===== src/rtl/hbridge_pkg.sv =====
// Shared types and defaults for the H-bridge PWM command stage.
package hbridge_pkg;

    typedef enum logic {
        RUN   = 1'b0,
        COAST = 1'b1
    } state_t;

    localparam int CNT_W_DEF  = 8;
    localparam int PERIOD_DEF = 250;

endpackage


===== src/rtl/pwm_period_counter.sv =====
// Free-running PWM period counter: counts 0..PERIOD-1 and flags the wrap cycle.
module pwm_period_counter #(
    parameter int CNT_W  = 8,
    parameter int PERIOD = 250
) (
    input  logic             i_clk,
    input  logic             i_rst,
    output logic [CNT_W-1:0] o_cnt,
    output logic             o_wrap
);

    logic [CNT_W-1:0] r_cnt;
    logic             w_wrap;

    assign w_wrap = (r_cnt == CNT_W'(PERIOD - 1));

    always_ff @(posedge i_clk) begin
        if (i_rst) begin
            r_cnt <= '0;
        end else if (w_wrap) begin
            r_cnt <= '0;
        end else begin
            r_cnt <= r_cnt + 1'b1;
        end
    end

    assign o_cnt  = r_cnt;
    assign o_wrap = w_wrap;

endmodule


===== src/rtl/hbridge_pwm.sv =====
// Command stage for the H-bridge driver: period-aligned duty/direction updates,
// with a forced one-period coast on every direction reversal.
module hbridge_pwm
    import hbridge_pkg::*;
#(
    parameter int CNT_W  = CNT_W_DEF,
    parameter int PERIOD = PERIOD_DEF
) (
    input  logic             sys_clk,
    input  logic             sys_rst,
    input  logic             cmd_valid,
    output logic             cmd_ready,
    input  logic [CNT_W-1:0] cmd_duty,
    input  logic             cmd_dir,
    input  logic             kill,
    output logic             en,
    output logic             d,
    output logic             period_strobe
);

    logic [CNT_W-1:0] w_cnt;
    logic             w_wrap;
    logic             w_hs;
    logic [CNT_W-1:0] w_pend_clamp;

    logic [CNT_W-1:0] r_pend_duty;
    logic             r_pend_dir;
    logic             r_pend_valid;
    logic [CNT_W-1:0] r_rev_duty;
    logic             r_rev_dir;
    logic [CNT_W-1:0] r_act_duty;
    logic             r_act_dir;
    state_t           r_state;
    logic             r_en;
    logic             r_d;

    state_t           w_state_nxt;
    logic [CNT_W-1:0] w_act_duty_nxt;
    logic             w_act_dir_nxt;
    logic [CNT_W-1:0] w_rev_duty_nxt;
    logic             w_rev_dir_nxt;
    logic             w_pend_valid_nxt;

    pwm_period_counter #(
        .CNT_W  (CNT_W),
        .PERIOD (PERIOD)
    ) u_cnt (
        .i_clk  (sys_clk),
        .i_rst  (sys_rst),
        .o_cnt  (w_cnt),
        .o_wrap (w_wrap)
    );

    assign cmd_ready    = ~r_pend_valid & ~kill;
    assign w_hs         = cmd_valid & cmd_ready;
    // Clamping to PERIOD keeps cnt < act_duty true on every cycle, so 100% has no wrap gap.
    assign w_pend_clamp = (r_pend_duty >= CNT_W'(PERIOD)) ? CNT_W'(PERIOD) : r_pend_duty;

    always_ff @(posedge sys_clk) begin
        if (sys_rst) begin
            r_pend_duty <= '0;
            r_pend_dir  <= 1'b0;
        end else if (w_hs) begin
            r_pend_duty <= cmd_duty;
            r_pend_dir  <= cmd_dir;
        end
    end

    always_ff @(posedge sys_clk) begin
        if (sys_rst) begin
            r_state      <= RUN;
            r_act_duty   <= '0;
            r_act_dir    <= 1'b0;
            r_rev_duty   <= '0;
            r_rev_dir    <= 1'b0;
            r_pend_valid <= 1'b0;
        end else begin
            r_state      <= w_state_nxt;
            r_act_duty   <= w_act_duty_nxt;
            r_act_dir    <= w_act_dir_nxt;
            r_rev_duty   <= w_rev_duty_nxt;
            r_rev_dir    <= w_rev_dir_nxt;
            r_pend_valid <= w_pend_valid_nxt;
        end
    end

    always_comb begin
        w_state_nxt      = r_state;
        w_act_duty_nxt   = r_act_duty;
        w_act_dir_nxt    = r_act_dir;
        w_rev_duty_nxt   = r_rev_duty;
        w_rev_dir_nxt    = r_rev_dir;
        w_pend_valid_nxt = r_pend_valid;

        if (w_hs) begin
            w_pend_valid_nxt = 1'b1;
        end

        if (w_wrap) begin
            if (r_state == COAST) begin
                // Pending stays put: it applies at the wrap after the coast exits.
                w_act_duty_nxt = r_rev_duty;
                w_act_dir_nxt  = r_rev_dir;
                w_state_nxt    = RUN;
            end else if (r_pend_valid) begin
                w_pend_valid_nxt = 1'b0;
                if ((r_pend_dir == r_act_dir) || (r_act_duty == '0)) begin
                    w_act_duty_nxt = w_pend_clamp;
                    w_act_dir_nxt  = r_pend_dir;
                end else begin
                    w_act_duty_nxt = '0;
                    w_rev_duty_nxt = w_pend_clamp;
                    w_rev_dir_nxt  = r_pend_dir;
                    w_state_nxt    = COAST;
                end
            end
        end

        if (kill) begin
            w_state_nxt      = RUN;
            w_act_duty_nxt   = '0;
            w_pend_valid_nxt = 1'b0;
        end
    end

    always_ff @(posedge sys_clk) begin
        if (sys_rst) begin
            r_en <= 1'b0;
            r_d  <= 1'b0;
        end else begin
            r_en <= ~kill & (r_state == RUN) & (w_cnt < r_act_duty);
            r_d  <= r_act_dir;
        end
    end

    assign en            = r_en;
    assign d             = r_d;
    assign period_strobe = w_wrap;

endmodule

===== config.mk =====
export PLATFORM = sky130hd
export DESIGN_NAME = hbridge_pwm
export DESIGN_NICKNAME = d
export VERILOG_FILES = /design/src/rtl/hbridge_pkg.sv /design/src/rtl/pwm_period_counter.sv /design/src/rtl/hbridge_pwm.sv
export SDC_FILE = /design/constraint.sdc
export NUM_CORES = 1
export LEC_CHECK = 0
export ABC_AREA = 1
export BUFFER_PORTS_ARGS = -buffer_cell sky130_fd_sc_hd__buf_2
export CORE_MARGIN = 3
export CORE_UTILIZATION = 52
export CTS_CLUSTER_SIZE = 40
export DETAILED_ROUTE_END_ITERATION = 6
export PLACE_DENSITY = 0.74
export SLEW_MARGIN = 10
export SYNTH_ARGS = -nofsm -noshare
export SYNTH_HDL_FRONTEND = slang
export SYNTH_HIERARCHICAL = 1
export SYNTH_SLANG_ARGS = --single-unit

===== constraint.sdc =====
create_clock -name sys_clk -period 1.7 [get_ports sys_clk]
set_input_delay 0.255 -clock sys_clk [delete_from_list [all_inputs] [get_ports sys_clk]]
set_output_delay 0.255 -clock sys_clk [all_outputs]
set_load 0.01 [all_outputs]

---- Yosys cells after proc, flatten, opt, wreduce, memory -nomap -nowiden ----
Cells that the tools add are included.
word-level totals
  register bits after elaboration ......... 39
  output and inout port bits .............. 4
  word-level logic and storage cells ...... 47
operators by class
  $add $sub $neg .......................... 1
  order comparisons ....................... 2
  eq/ne operators ......................... 2
  multiplexer cells ....................... 14
  bitwise logic cells ..................... 8
  reductions and logical operators ........ 9
operators by type and width
  cell                                                           number
  8-bit 2-to-1 mux                                               4
  1-bit 2-to-1 mux                                               10
  8-bit by 1-bit adder with 8-bit output, second input constant  1
  8-bit == test, second input constant                           1
  8-bit greater-or-equal comparator, second input constant       1
  8-bit zero test                                                1
  8-bit less-than comparator                                     1
  1-bit bitwise AND                                              4
  1-bit inverter                                                 4
  4-bit AND reduction                                            1
  2-bit nonzero test                                             2
  2-bit OR reduction                                             2
  3-bit AND reduction                                            1
  2-bit AND reduction                                            1
  1-bit == test                                                  1
  1-bit logical OR                                               1

---- Logic depth before layout (Yosys ltp) ----
  depth after elaboration ................. 7
  mapped depth ............................ 12
  mapped depth without buffers ............ 11

---- Modules after synthesis ----
Netlist, hierarchy kept.
by module, submodules not included
  module              times used  cells an instance  area each (sq um)  sequential area each (sq um)
  hbridge_pwm         1           208                1,527.7            620.6
  pwm_period_counter  1           53                 390.4              160.2

---- Least setup slack after synthesis ----
Ideal clock, no wire load.
  kind .................................... register to register
  start point ............................. register u_cnt.r_cnt[0] (netlist: u_cnt/o_cnt[0])
  end point ............................... register r_rev_duty[0]
  data arrival time ....................... 1.569 ns
  required time ........................... 1.587 ns
  setup slack ............................. 0.018 ns
  cell stages (with the launch flop) ...... 12
  path through ............................ dfxtp_1 ha_1 inv_1 nor2_1 nand2_2 inv_1 and3_1 buf_6 nand3_4 buf_6 nor2_1 nor2_1
between the ends
  longest elaborated chain between the ends .. 2
RTL lines
  item                                  line                      RTL
  from (decl)                           pwm_period_counter.sv:12  logic [CNT_W-1:0] r_cnt;
  from (signal assigned)                pwm_period_counter.sv:23  r_cnt <= r_cnt + 1'b1;
  8-bit == test                         pwm_period_counter.sv:15  assign w_wrap = (r_cnt == CNT_W'(PERIOD - 1));
  net period_strobe                     hbridge_pwm.sv:18         output logic period_strobe
  4-bit AND reduction (no source line)  -
  to (signal assigned)                  hbridge_pwm.sv:81         r_rev_duty <= w_rev_duty_nxt;
  to (decl)                             hbridge_pwm.sv:29         logic [CNT_W-1:0] r_rev_duty;
The timed path passes the listed nets, and every way through them passes these cells.
A chain may end at the register's enable or synchronous reset.

---- Final worst setup path ----
  start point ............................. register u_cnt.r_cnt[1] (netlist: u_cnt/o_cnt[1])
  end point ............................... output period_strobe
between the ends
  longest elaborated chain between the ends .. 1
RTL lines
  item           line
  8-bit == test  pwm_period_counter.sv:15
  to (decl)      hbridge_pwm.sv:18
No other way between the ends.

==> qor.csv <==
metric,value,unit
outcome,finished clean,
insertion_delay,290,ps
endpoint_kind,primary output,
vias,1711,
cp.arrival,1330,ps
ys_ff_latch,39,
rsz0062_at_grt,no,
grt_max_degree,15,
htreeDepth,2,
nFillCells,322,
min_path_type,in -> reg,
drc,0,
dieArea,4450,µm²
cts.sinks,39,
holdBufCountCts,0,
synth_area_per_cell,7.35,µm²
max_stage_delay,370,ps
max_slew_margin,76.3,%
place_congestion,0.847,
wire_per_inst,12.3,µm
synth_cell_type_count,27,
reg2reg_slack,170,ps
drtAntennaViolNets,0,
synthArstFlopShare,0,%
worst_ep_required_time,1440,ps
worstSetupPathType,reg -> out,
ys.flop_type,dfxtp_1,
io_pins,17,
first_pass_iters,4,
nNetsFinal,311,
syn_area,1920,µm²
maxCapViolCount,0,
clockBufferDepth,2,
cts_root_buf,clkbuf_8,
syn_inst,261,
timing.hold.ws,208,ps
cp-start-kind,flop,
core_area,3440,µm²
hold_depth,3,
cts_tree,built,
r2r-end,r_rev_duty[5],
worstRegToRegCells,10,
clk_pin_slew,80,ps
crit_family,buffers and inverters,
cts-resized-gates,0,
antenna_cells,0,
grt_pass1_vias,1593,
crit-reg2reg-launch,u_cnt/o_cnt[1],
setup_viol,0,
cp_max_fo,5,
die_x,66.7,µm
layout-drive-gt1-share,19.7,%
ys_seq_area_share,40.7,%
grt.total_usage,20.9,%
max-vdd-ir-drop,543,µV
synth_nets,283,
crit_path_top_delay_cell,dfxtp_4,
num_rows,21,
synth_edf_count,0,
grt_first_pass_wirelength,7.03,mm
hold_viol,0,
worstHoldStart,cmd_duty[4],
postCtsSetupBuffers,0,
slew_violations,0,
ys_warn_count,6,
fin_tns_setup,0,ps
grt_overflow,0,
cp_num_buf_inv,5,
viasPerCell,5.09,
min_period,1590,ps
antenna_found_initial,0,
path_cells,inv_1 -> ha_1 -> inv_1 -> nor2_2 -> nand2_2 -> inv_2 -> buf_6 -> buf_6,
fin_crit_sh,93.4,%
max_clock_freq,0.630,GHz
finClkSkew,3.36,ps
power_density,885,nW/µm²
wl,4.15,mm
initialDrtViolationCount,92,
areaGrowthSynthToFinish,18.1,%
initial_core_util,55.7,%
port_buffers,16,
p_leak,0.983,nW
worst_pin_slew,356,ps
place_hpwl,3.06,mm
holdPathEnd,r_pend_duty[4],
cts-buffers-inserted,5,
die_h,66.7,µm
-- final cells by class --
class	count	area (µm²)	share of cell area, %
Multi-Input combinational cell	185	1000	44.3
Inverter	32	120	5.30
Tap cell	46	57.6	2.54
Timing Repair Buffer	26	165	7.29
Clock buffer	6	72.6	3.20
Sequential cell	39	786	34.7
Clock inverter	2	60.1	2.65
-- cells in the mapped netlist, drive strengths merged (2+ instances only) --
library cell  number  area share, %
inv               32            6.3
buf                3            1.4
o21ai             21            5.7
a21boi             2           0.78
nand2             48             11
clkbuf             3           0.59
dfxtp             39             41
nand3             15            4.6
ha                 9            5.9
xor2               2            1.3
nand4              5            1.6
a21oi             32            9.3
nor2              45            9.2
-- sequential cells by signal (all words and copies together), names as in the netlist --
name and cells:
r_rev_duty 8, r_rev_dir 1, u_cnt/o_cnt 8, r_state 1
d 1, r_act_dir 1, en 1, r_pend_valid 1
r_act_duty 8, r_pend_dir 1, r_pend_duty 8
-- cell usage in the layout (no fill, tap or decap) --
cell type and instances:
a21boi_0 2, a21o_1 1, a21oi_1 27, a21oi_2 5, and3_4 1, buf_2 15
buf_4 9, buf_6 2, bufinv_16 2, clkbuf_1 1, clkbuf_8 5, dfxtp_1 37
dfxtp_2 1, dfxtp_4 1, ha_1 9, inv_1 30, inv_2 2, nand2_1 40
nand2_2 7, nand2_4 1, nand3_1 14, nand3_4 2, nand3b_1 1, nand4_1 5
nor2_1 43, nor2_2 1, nor2_4 1, o21a_1 1, o21ai_0 20, o21ai_2 1
xnor2_1 1, xor2_1 1, xor2_2 1
-- tightest hold or removal path: stages --
cell and delay, ps:
buf_2 70, o21ai_0 70, nor2_1 70
-- routing by layer --
layer  share of wire, %  vias to the layer above  track usage (%)
met1                 46                      768             25.1
li1                   -                      901                -
met4                2.1                        0             8.88
met5                  0                        -                0
met3                3.4                       10             4.72
met2                 48                       32             35.5
-- kinds of logic (layout without fill, tap and decap cells) --
group                      after synthesis  count (layout)  share of synthesized area (%)
xor gates and xnor gates                 3               3                           1.76
buffers and inverters                   38              66                           8.28
AOI/OAI and AO/OA                       57              57                           16.6
and+or+nand+nor                        115             116                           26.8
adders and majority gates                9               9                           5.87
DFF                                     39              39                           40.7
-- worst max path at each step --
stage,endpoint,startpoint,depth (start not counted),slack (ps)
final,period_strobe,u_cnt/o_cnt[1],8,110
after global routing,period_strobe,u_cnt/o_cnt[1],8,9
after CTS,period_strobe,u_cnt/o_cnt[1],8,6
after detailed placement,r_rev_duty[0],u_cnt/o_cnt[1],11,80
after global placement,r_rev_duty[2],u_cnt/o_cnt[4],8,150
after floorplan,r_rev_duty[0],u_cnt/o_cnt[0],11,20
-- where the power goes --
group	total, W	internal [W]	switching [W]
logic	0.000130	0.0000545	0.0000756
registers	0.000960	0.000936	0.0000241
clock network	0.000914	0.000587	0.000327
total	0.00200	0.00158	0.000427
-- through the flow --
stage | power, W | area, µm² | instances | util (%) | worst slack [ps]
finish | 0.00200 | 2260 | 336 | 65.8 | 112
global route | 0.00208 | 2260 | 336 | 65.8 | 8.76
floorplan | 0.00106 | 1920 | 261 | - | 17.9
CTS | 0.00201 | 2220 | 335 | 64.6 | 5.91
detailed placement | 0.00111 | 2090 | 327 | 60.8 | 76.2
global placement | 0.00111 | 2090 | 327 | 60.8 | 148
No activity file was read; power rests on OpenSTA's default activity.
